==> config.mk <==
export PLATFORM = sky130hd
export DESIGN_NAME = instr_fetch_flat
export DESIGN_NICKNAME = d
export VERILOG_FILES = /design/src/rtl/fetch_pkg.sv /design/src/rtl/instr_fetch_if.sv /design/src/rtl/fetch_fifo.sv /design/src/rtl/instr_fetch.sv /design/src/flat_wrapper.sv
export SDC_FILE = /design/constraint.sdc
export NUM_CORES = 1
export LEC_CHECK = 0
export ABC_CLOCK_PERIOD_IN_PS = 3450
export CAP_MARGIN = 20
export CORE_ASPECT_RATIO = 0.6
export CORE_MARGIN = 2
export CORE_UTILIZATION = 30
export CTS_BUF_LIST = sky130_fd_sc_hd__clkbuf_16
export CTS_CLUSTER_DIAMETER = 200
export DETAILED_ROUTE_END_ITERATION = 10
export PLACE_DENSITY = 0.62
export SETUP_SLACK_MARGIN = 0.3
export SLEW_MARGIN = 15
export SYNTH_ARGS = -nofsm -noshare
export SYNTH_HDL_FRONTEND = slang
export SYNTH_SLANG_ARGS = --single-unit
==> constraint.sdc <==
create_clock -name clock -period 3.45 [get_ports clock]
set_input_delay 0.5175 -clock clock [delete_from_list [all_inputs] [get_ports clock]]
set_output_delay 0.5175 -clock clock [all_outputs]
set_load 0.005 [all_outputs]
==> src/rtl/fetch_pkg.sv <==
`default_nettype none
// ============================================================================
// Module   : fetch_pkg
// Brief    : Shared types and constants for the instruction fetch unit.
// Revision : 1.0 - initial release
// ============================================================================
package fetch_pkg;

   localparam int AW_DEF  = 32;
   localparam int DW_DEF  = 32;
   localparam int ENTRY_W = AW_DEF + DW_DEF;

   localparam logic [7:0] TIMEOUT_MAX = 8'd255;

   typedef enum logic [1:0] {
      IDLE = 2'd0,
      WAIT = 2'd1,
      DROP = 2'd2
   } fetch_state_t;

endpackage
`default_nettype wire

==> src/rtl/instr_fetch_if.sv <==
`default_nettype none
// ============================================================================
// Module   : instr_fetch_if
// Brief    : PC stream, memory read and decode handshakes of the fetch unit.
// Revision : 1.0 - initial release
// ============================================================================
interface instr_fetch_if #(
   parameter int AW = 32,
   parameter int DW = 32
);
   logic [AW-1:0] pc_in;
   logic          pc_valid;
   logic          pc_ready;
   logic          redirect;
   logic          mem_req;
   logic [AW-1:0] mem_addr;
   logic          mem_ack;
   logic [DW-1:0] mem_rdata;
   logic          instr_valid;
   logic          instr_ready;
   logic [DW-1:0] instr_out;
   logic [AW-1:0] instr_pc;
   logic          fetch_err;

   // slave is the fetch unit; master is the surrounding pipeline and memory
   modport slave (
      input  pc_in, pc_valid, redirect, mem_ack, mem_rdata, instr_ready,
      output pc_ready, mem_req, mem_addr, instr_valid, instr_out, instr_pc, fetch_err
   );

   modport master (
      output pc_in, pc_valid, redirect, mem_ack, mem_rdata, instr_ready,
      input  pc_ready, mem_req, mem_addr, instr_valid, instr_out, instr_pc, fetch_err
   );

endinterface
`default_nettype wire

==> src/rtl/fetch_fifo.sv <==
`default_nettype none
// ============================================================================
// Module   : fetch_fifo
// Brief    : Small synchronous FIFO of {pc, instruction} entries with flush.
// Revision : 1.0 - initial release
// ============================================================================
module fetch_fifo
   import fetch_pkg::*;
#(
   parameter int DEPTH = 4,
   parameter int W     = ENTRY_W,
   localparam int PW   = $clog2(DEPTH),
   localparam int CW   = PW + 1
) (
   input  wire logic          clock,
   input  wire logic          reset,
   input  wire logic          push,
   input  wire logic          pop,
   input  wire logic          flush,
   input  wire logic [W-1:0]  din,
   output      logic [CW-1:0] count,
   output      logic [W-1:0]  head
);

   localparam logic [CW-1:0] FULL = CW'(DEPTH);

   logic [W-1:0]  store [DEPTH];
   logic [PW-1:0] wr_ptr;
   logic [PW-1:0] rd_ptr;
   logic          do_push;
   logic          do_pop;

   assign do_pop  = pop && (count != '0);
   assign do_push = push && ((count != FULL) || do_pop);
   assign head    = store[rd_ptr];

   always_ff @(posedge clock) begin
      if (reset) begin
         wr_ptr <= '0;
         rd_ptr <= '0;
         count  <= '0;
         for (int i = 0; i < DEPTH; i++) begin
            store[i] <= '0;
         end
      end else if (flush) begin
         wr_ptr <= '0;
         rd_ptr <= '0;
         count  <= '0;
      end else begin
         if (do_push) begin
            store[wr_ptr] <= din;
            wr_ptr        <= wr_ptr + PW'(1);
         end
         if (do_pop) begin
            rd_ptr <= rd_ptr + PW'(1);
         end
         // power-of-two depth lets the pointers wrap on their own
         case ({do_push, do_pop})
            2'b10:   count <= count + CW'(1);
            2'b01:   count <= count - CW'(1);
            default: count <= count;
         endcase
      end
   end

endmodule
`default_nettype wire

==> src/rtl/instr_fetch.sv <==
`default_nettype none
// ============================================================================
// Module   : instr_fetch
// Brief    : Fetches PC words over req/ack and buffers {pc, instr} for decode.
//            Define FETCH_TIMEOUT_EN for the stuck-request watchdog.
// Revision : 1.0 - initial release
// ============================================================================
module instr_fetch
   import fetch_pkg::*;
#(
   parameter int DEPTH = 4,
   parameter int AW    = AW_DEF,
   parameter int DW    = DW_DEF
) (
   input  wire logic     clock,
   input  wire logic     reset,
   instr_fetch_if.slave  bus
);

   localparam int CW = $clog2(DEPTH) + 1;
   localparam logic [CW-1:0] FULL = CW'(DEPTH);

   fetch_state_t     state;
   logic             mem_req;
   logic [AW-1:0]    mem_addr;
   logic [CW-1:0]    count;
   logic [AW+DW-1:0] head;
   logic             pc_ready;
   logic             accept;
   logic             push;
   logic             pop;

   // a PC is taken only with a free slot, so the returning ack can always push
   assign pc_ready = !reset && !bus.redirect && (state == IDLE) && (count < FULL);
   assign accept   = bus.pc_valid && pc_ready;
   assign push     = (state == WAIT) && bus.mem_ack && !bus.redirect;
   assign pop      = (count != '0) && bus.instr_ready;

   fetch_fifo #(
      .DEPTH (DEPTH),
      .W     (AW + DW)
   ) u_fifo (
      .clock (clock),
      .reset (reset),
      .push  (push),
      .pop   (pop),
      .flush (bus.redirect),
      .din   ({mem_addr, bus.mem_rdata}),
      .count (count),
      .head  (head)
   );

   assign bus.pc_ready    = pc_ready;
   assign bus.mem_req     = mem_req;
   assign bus.mem_addr    = mem_addr;
   assign bus.instr_valid = (count != '0);
   assign bus.instr_pc    = head[AW+DW-1:DW];
   assign bus.instr_out   = head[DW-1:0];

`ifdef FETCH_TIMEOUT_EN
   logic [7:0] timer;
   logic       fetch_err;
   assign bus.fetch_err = fetch_err;
`else
   assign bus.fetch_err = 1'b0;
`endif

   always_ff @(posedge clock) begin
      if (reset) begin
         state    <= IDLE;
         mem_req  <= 1'b0;
         mem_addr <= '0;
`ifdef FETCH_TIMEOUT_EN
         timer     <= 8'd0;
         fetch_err <= 1'b0;
`endif
      end else begin
         case (state)
            IDLE: begin
               if (accept) begin
                  mem_addr <= bus.pc_in;
                  mem_req  <= 1'b1;
                  state    <= WAIT;
               end
            end
            WAIT: begin
               if (bus.mem_ack) begin
                  mem_req <= 1'b0;
                  state   <= IDLE;
               end else if (bus.redirect) begin
                  state <= DROP;
               end
            end
            DROP: begin
               // the request stays up until memory answers; the data is thrown away
               if (bus.mem_ack) begin
                  mem_req <= 1'b0;
                  state   <= IDLE;
               end
            end
            default: begin
               mem_req <= 1'b0;
               state   <= IDLE;
            end
         endcase
`ifdef FETCH_TIMEOUT_EN
         if (state == IDLE || bus.mem_ack) begin
            timer <= 8'd0;
         end else if (timer == TIMEOUT_MAX - 8'd1) begin
            timer     <= 8'd0;
            fetch_err <= 1'b1;
            mem_req   <= 1'b0;
            state     <= IDLE;
         end else begin
            timer <= timer + 8'd1;
         end
`endif
      end
   end

endmodule
`default_nettype wire

==> src/flat_wrapper.sv <==
// flat-port wrapper written by rule: the top's interface ports become plain ports
module instr_fetch_flat import fetch_pkg::*;
#(
   parameter int DEPTH = 4,
   parameter int AW    = AW_DEF,
   parameter int DW    = DW_DEF
)
  (clock, reset, bus_pc_in, bus_pc_valid, bus_redirect, bus_mem_ack, bus_mem_rdata, bus_instr_ready, bus_pc_ready, bus_mem_req, bus_mem_addr, bus_instr_valid, bus_instr_out, bus_instr_pc, bus_fetch_err);
  instr_fetch_if #(.AW(AW), .DW(DW)) bus_i ();
  input  wire logic clock;
  input  wire logic reset;
  input wire logic [$bits(bus_i.pc_in)-1:0] bus_pc_in;
  input wire logic [$bits(bus_i.pc_valid)-1:0] bus_pc_valid;
  input wire logic [$bits(bus_i.redirect)-1:0] bus_redirect;
  input wire logic [$bits(bus_i.mem_ack)-1:0] bus_mem_ack;
  input wire logic [$bits(bus_i.mem_rdata)-1:0] bus_mem_rdata;
  input wire logic [$bits(bus_i.instr_ready)-1:0] bus_instr_ready;
  output wire logic [$bits(bus_i.pc_ready)-1:0] bus_pc_ready;
  output wire logic [$bits(bus_i.mem_req)-1:0] bus_mem_req;
  output wire logic [$bits(bus_i.mem_addr)-1:0] bus_mem_addr;
  output wire logic [$bits(bus_i.instr_valid)-1:0] bus_instr_valid;
  output wire logic [$bits(bus_i.instr_out)-1:0] bus_instr_out;
  output wire logic [$bits(bus_i.instr_pc)-1:0] bus_instr_pc;
  output wire logic [$bits(bus_i.fetch_err)-1:0] bus_fetch_err;
  assign bus_i.pc_in = bus_pc_in;
  assign bus_i.pc_valid = bus_pc_valid;
  assign bus_i.redirect = bus_redirect;
  assign bus_i.mem_ack = bus_mem_ack;
  assign bus_i.mem_rdata = bus_mem_rdata;
  assign bus_i.instr_ready = bus_instr_ready;
  assign bus_pc_ready = bus_i.pc_ready;
  assign bus_mem_req = bus_i.mem_req;
  assign bus_mem_addr = bus_i.mem_addr;
  assign bus_instr_valid = bus_i.instr_valid;
  assign bus_instr_out = bus_i.instr_out;
  assign bus_instr_pc = bus_i.instr_pc;
  assign bus_fetch_err = bus_i.fetch_err;
  instr_fetch #(.DEPTH(DEPTH), .AW(AW), .DW(DW)) u_core (.clock(clock), .reset(reset), .bus(bus_i));
endmodule
==> tab_implementation.tex <==
\begin{tabular}{lr}
\hline
Metric & Value \\
\hline
\multicolumn{2}{l}{\textbf{Detailed routing}} \\
Routed wire per std cell & 19.2 µm \\
DRC violation count after routing & 0 \\
Number of detailed-route iterations in the first pass & 5 \\
Aggregate routed wire length & 31900 µm \\
Number of vias per cell after detailed routing & 4.59 \\
Initial DRC Count & 641 \\
Final antenna-violating net count & 0 \\
Via total after detailed routing & 7630 \\
\multicolumn{2}{l}{\textbf{Clock network}} \\
Clock latency of the later-clocked register in the worst-skew pair & 0.56 ns \\
Depth of the CTS H-tree & 1 \\
Post-cts resize count & 0 \\
Clock buffers created by TritonCTS & 30 \\
CTS Root Cell & sky130\_fd\_sc\_hd\_\_clkbuf\_16 \\
Clk buf depth & 3 \\
TritonCTS clock tree & done \\
Clk sinks & 300 \\
CTS clock-pin slew for the worst setup and hold paths & 0.06 ns \\
\multicolumn{2}{l}{\textbf{STA}} \\
Final Hold Fails & 0 \\
Clock period minus final worst setup slack & 2.87 ns \\
Slew at the pin with the worst max-slew slack & 0.976 ns \\
Fmax & 0.349 GHz \\
Worst-case hold slack & 0.396 ns \\
Max-slew headroom & 34.5\% \\
Final setup skew & 0.0101 ns \\
Final Max Slew Viols & 0 \\
RSZ-0062 raised after global routing & false \\
Final-layout setup total negative slack & 0 ns \\
Finish-stage setup viols & 0 \\
Share of the clock period used by the worst path & 83.1\% \\
\multicolumn{2}{l}{\textbf{Min path}} \\
Worst hold path cell count & 2 \\
Class of the most critical hold timing path & in -> reg \\
\multicolumn{2}{l}{\textbf{Floorplan}} \\
Die boundary width & 269 µm \\
Boundary Pins & 170 \\
Std cell rows & 58 \\
Die Outline Area & 43700 µm² \\
Standard cell core area & 41700 µm² \\
Starting utilization of the core area & 30.3\% \\
Die outline height & 163 µm \\
\multicolumn{2}{l}{\textbf{Global routing}} \\
All-layer global routing usage & 14.6\% \\
Initial antenna violation count & 0 \\
GRT overflow & 0 \\
Global-route wire length before repair & 48000 µm \\
Maximum number of pins on one net before global-route repair & 82 \\
Number of global-route vias before repair & 7736 \\
\multicolumn{2}{l}{\textbf{Run status}} \\
Run status & finished, final reports clean \\
\multicolumn{2}{l}{\textbf{Final layout}} \\
Area Overhead vs Synth & 26.9\% \\
Number of antenna diodes & 0 \\
Number of inserted filler cells in the final layout & 3965 \\
Post-route design area & 16000 µm² \\
Post-layout util & 38.4\% \\
Share of post-route cells with drive strength above 1 & 13.7\% \\
Number of nets in the layout & 1143 \\
\multicolumn{2}{l}{\textbf{Logic synthesis}} \\
Library cell with the largest summed area after synthesis & sky130\_fd\_sc\_hd\_\_edfxtp\_1 \\
Number of enable-type register cells in the synthesized netlist & 256 \\
Post-synthesis instance area & 12600 µm² \\
Post-synthesis area per instance & 14.0 µm² \\
Share of flip-flops with an asynchronous set or reset after synthesis & 0\% \\
Main area contributors after synthesis & sky130\_fd\_sc\_hd\_\_edfxtp\_1 (61\%), sky130\_fd\_sc\_hd\_\_mux4\_2 (11\%), sky130\_fd\_sc\_hd\_\_dfxtp\_1 (7.0\%) \\
Primary FF master, synth & sky130\_fd\_sc\_hd\_\_edfxtp\_1 \\
Syn. warnings & 0 \\
Register bit count reported by yosys & 300 \\
Proportion of synthesized chip area in sequential cells & 68.0\% \\
Synthesized netlist net count & 977 \\
Synthesized netlist cell count & 902 \\
Number of distinct library cell variants in the gate-level netlist after synthesis & 37 \\
Area share of the leading cell type in the synthesized netlist & 61.0\% \\
\multicolumn{2}{l}{\textbf{Setup path}} \\
Worst EP required & 2.93 ns \\
Worst reg2reg path startpoint & u\_core.u\_fifo.count[2] \\
Largest fanout on the critical path & 21 \\
Category of the critical setup timing path & reg -> out \\
FF-to-FF path depth & 9 \\
Arrival time of data at the critical path endpoint & 2.35 ns \\
Worst setup path endpoint & bus\_instr\_pc[5] \\
Critical R2R Capture & u\_core.u\_fifo.count[2] \\
Type of element launching the critical path & flop \\
Register-to-Register Setup Slack & 0.77 ns \\
Crit end category & output pin \\
\multicolumn{2}{l}{\textbf{Power and ir drop}} \\
Post-route total power & 0.00763 W \\
Maximum vdd ir drop & 0.408 mV \\
Leak pwr & 5.28 nW \\
Power density cells & 477 nW/µm² \\
\multicolumn{2}{l}{\textbf{Place}} \\
Count of buffers from port buffering & 168 \\
Final weighted congestion of routability-driven global placement & 0.730 \\
Placed Instance Area & 15100 µm² \\
Post-detailed-placement half-perimeter wirelength & 20100 µm \\
\multicolumn{2}{l}{\textbf{Flow run}} \\
Count of max-cap constraint violations & 0 \\
\hline
\end{tabular}
==> critical path, cell delays in order (launching register included) <==
cell                              delay (ns)
sky130_fd_sc_hd__dfxtp_4                0.59
sky130_fd_sc_hd__buf_4                  0.33
sky130_fd_sc_hd__mux4_2                 0.39
sky130_fd_sc_hd__clkdlybuf4s50_1        0.48
==> layer usage <==
metal,track usage [%],share of wire [%],vias up
li1,-,-,3550
met1,21.1,46,3848
met2,23.3,47,200
met3,2.66,5.5,32
met4,2.27,1.3,0
met5,0,0,-
==> logic make-up after synthesis <==
family,synth area share (%)
simple gates,14.7
compound gates,2.05
mux,11.4
flops,68.0
fa+ha+maj,0.556
other cells,0.0297
xor+xnor,0.347
buf+inv,2.97
==> cell type report <==
| type | count | area, µm² | area share (%) |
|---|---|---|---|
| Sequential cell | 300 | 8580 | 53.6 |
| Inverter | 8 | 30.0 | 0.188 |
| Multi-Input combinational cell | 531 | 3710 | 23.2 |
| Clock inverter | 25 | 145 | 0.907 |
| Timing Repair Buffer | 197 | 2040 | 12.8 |
| Tap cell | 570 | 713 | 4.46 |
| Clock buffer | 31 | 776 | 4.85 |
==> synth_stat cells (2+ instances only) <==
library cell / count
sky130_fd_sc_hd__edfxtp_1: 256
sky130_fd_sc_hd__nor2_1: 230
sky130_fd_sc_hd__nand2_1: 65
sky130_fd_sc_hd__mux4_2: 64
sky130_fd_sc_hd__nand2b_1: 63
sky130_fd_sc_hd__dfxtp_1: 44
sky130_fd_sc_hd__a21oi_1: 37
sky130_fd_sc_hd__and2_1: 30
sky130_fd_sc_hd__clkbuf_1: 28
sky130_fd_sc_hd__buf_2: 23
sky130_fd_sc_hd__buf_6: 9
sky130_fd_sc_hd__inv_1: 7
sky130_fd_sc_hd__nor3b_1: 5
sky130_fd_sc_hd__ha_1: 4
sky130_fd_sc_hd__or3_1: 4
sky130_fd_sc_hd__a211oi_1: 3
sky130_fd_sc_hd__buf_4: 3
sky130_fd_sc_hd__xor2_1: 3
sky130_fd_sc_hd__a31o_2: 2
sky130_fd_sc_hd__and3_1: 2
sky130_fd_sc_hd__nor3_1: 2
sky130_fd_sc_hd__o21ai_0: 2
sky130_fd_sc_hd__xnor2_1: 2
==> registers in the layout (all words and copies together), names as in the netlist, named ones only <==
signal and flops:
u_core.bus.mem_req 1, u_core.u_fifo.store 256, u_core.bus.mem_addr 32, u_core.u_fifo.wr_ptr 2
u_core.u_fifo.rd_ptr 2, u_core.u_fifo.count 3, u_core.state 2
==> power breakdown <==
group,total (W),switching [W],internal [W]
Sequential,0.00409,0.0000453,0.00404
Clock,0.00308,0.00138,0.00170
Combinational,0.000470,0.000230,0.000240
==> per-stage QoR <==
stage                     setup slack, ns  std cells
after detailed placement            0.273       1603
after floorplan                     0.605        902
after CTS                           0.323       1659
after global routing                0.483       1662
final                               0.582       1662
after global placement              0.305       1603
==> how the worst min path moves through the flow <==
stage                                  startpoint                      end  slack [ns]
after floorplan            u_core.bus.mem_addr[0]   u_core.bus.mem_addr[0]        0.47
after global placement    u_core.bus.mem_addr[30]  u_core.bus.mem_addr[30]        0.46
after detailed placement   u_core.bus.mem_addr[1]   u_core.bus.mem_addr[1]        0.47
after CTS                                   reset  u_core.bus.mem_addr[31]        0.37
after global routing                        reset          u_core.state[0]        0.43
final                                       reset  u_core.bus.mem_addr[31]        0.40
==> layout by cell type, fill, tap and decap left out, types with 2 or more instances in the layout <==
cell type | netlist | final
sky130_fd_sc_hd__xnor2_1 | 2 | 2
sky130_fd_sc_hd__and2_1 | 30 | 30
sky130_fd_sc_hd__buf_4 | 3 | 17
sky130_fd_sc_hd__edfxtp_1 | 256 | 256
sky130_fd_sc_hd__clkdlybuf4s50_1 | 0 | 167
sky130_fd_sc_hd__nor2_1 | 230 | 230
sky130_fd_sc_hd__o21ai_0 | 2 | 2
sky130_fd_sc_hd__clkinv_4 | 0 | 2
sky130_fd_sc_hd__xor2_1 | 3 | 3
sky130_fd_sc_hd__clkinv_2 | 0 | 5
sky130_fd_sc_hd__nand2b_4 | 0 | 3
sky130_fd_sc_hd__or3_1 | 4 | 2
sky130_fd_sc_hd__dfxtp_4 | 0 | 2
sky130_fd_sc_hd__nor3b_1 | 5 | 5
sky130_fd_sc_hd__or3_2 | 0 | 2
sky130_fd_sc_hd__a211oi_1 | 3 | 3
sky130_fd_sc_hd__buf_12 | 0 | 12
sky130_fd_sc_hd__clkbuf_16 | 0 | 31
sky130_fd_sc_hd__nor3_1 | 2 | 2
sky130_fd_sc_hd__dfxtp_1 | 44 | 42
sky130_fd_sc_hd__nand2b_1 | 63 | 60
sky130_fd_sc_hd__clkinv_1 | 0 | 7
sky130_fd_sc_hd__mux4_2 | 64 | 64
sky130_fd_sc_hd__a21oi_1 | 37 | 37
sky130_fd_sc_hd__nand2_1 | 65 | 65
sky130_fd_sc_hd__inv_1 | 7 | 15
sky130_fd_sc_hd__ha_1 | 4 | 4
==> what timing repair did <==
action                     4_1_cts  5_1_grt
hold buffers                     0        0
setup endpoints to repair        0        9
buffers inserted                 0        2
Power figures use the tool's default switching activity.
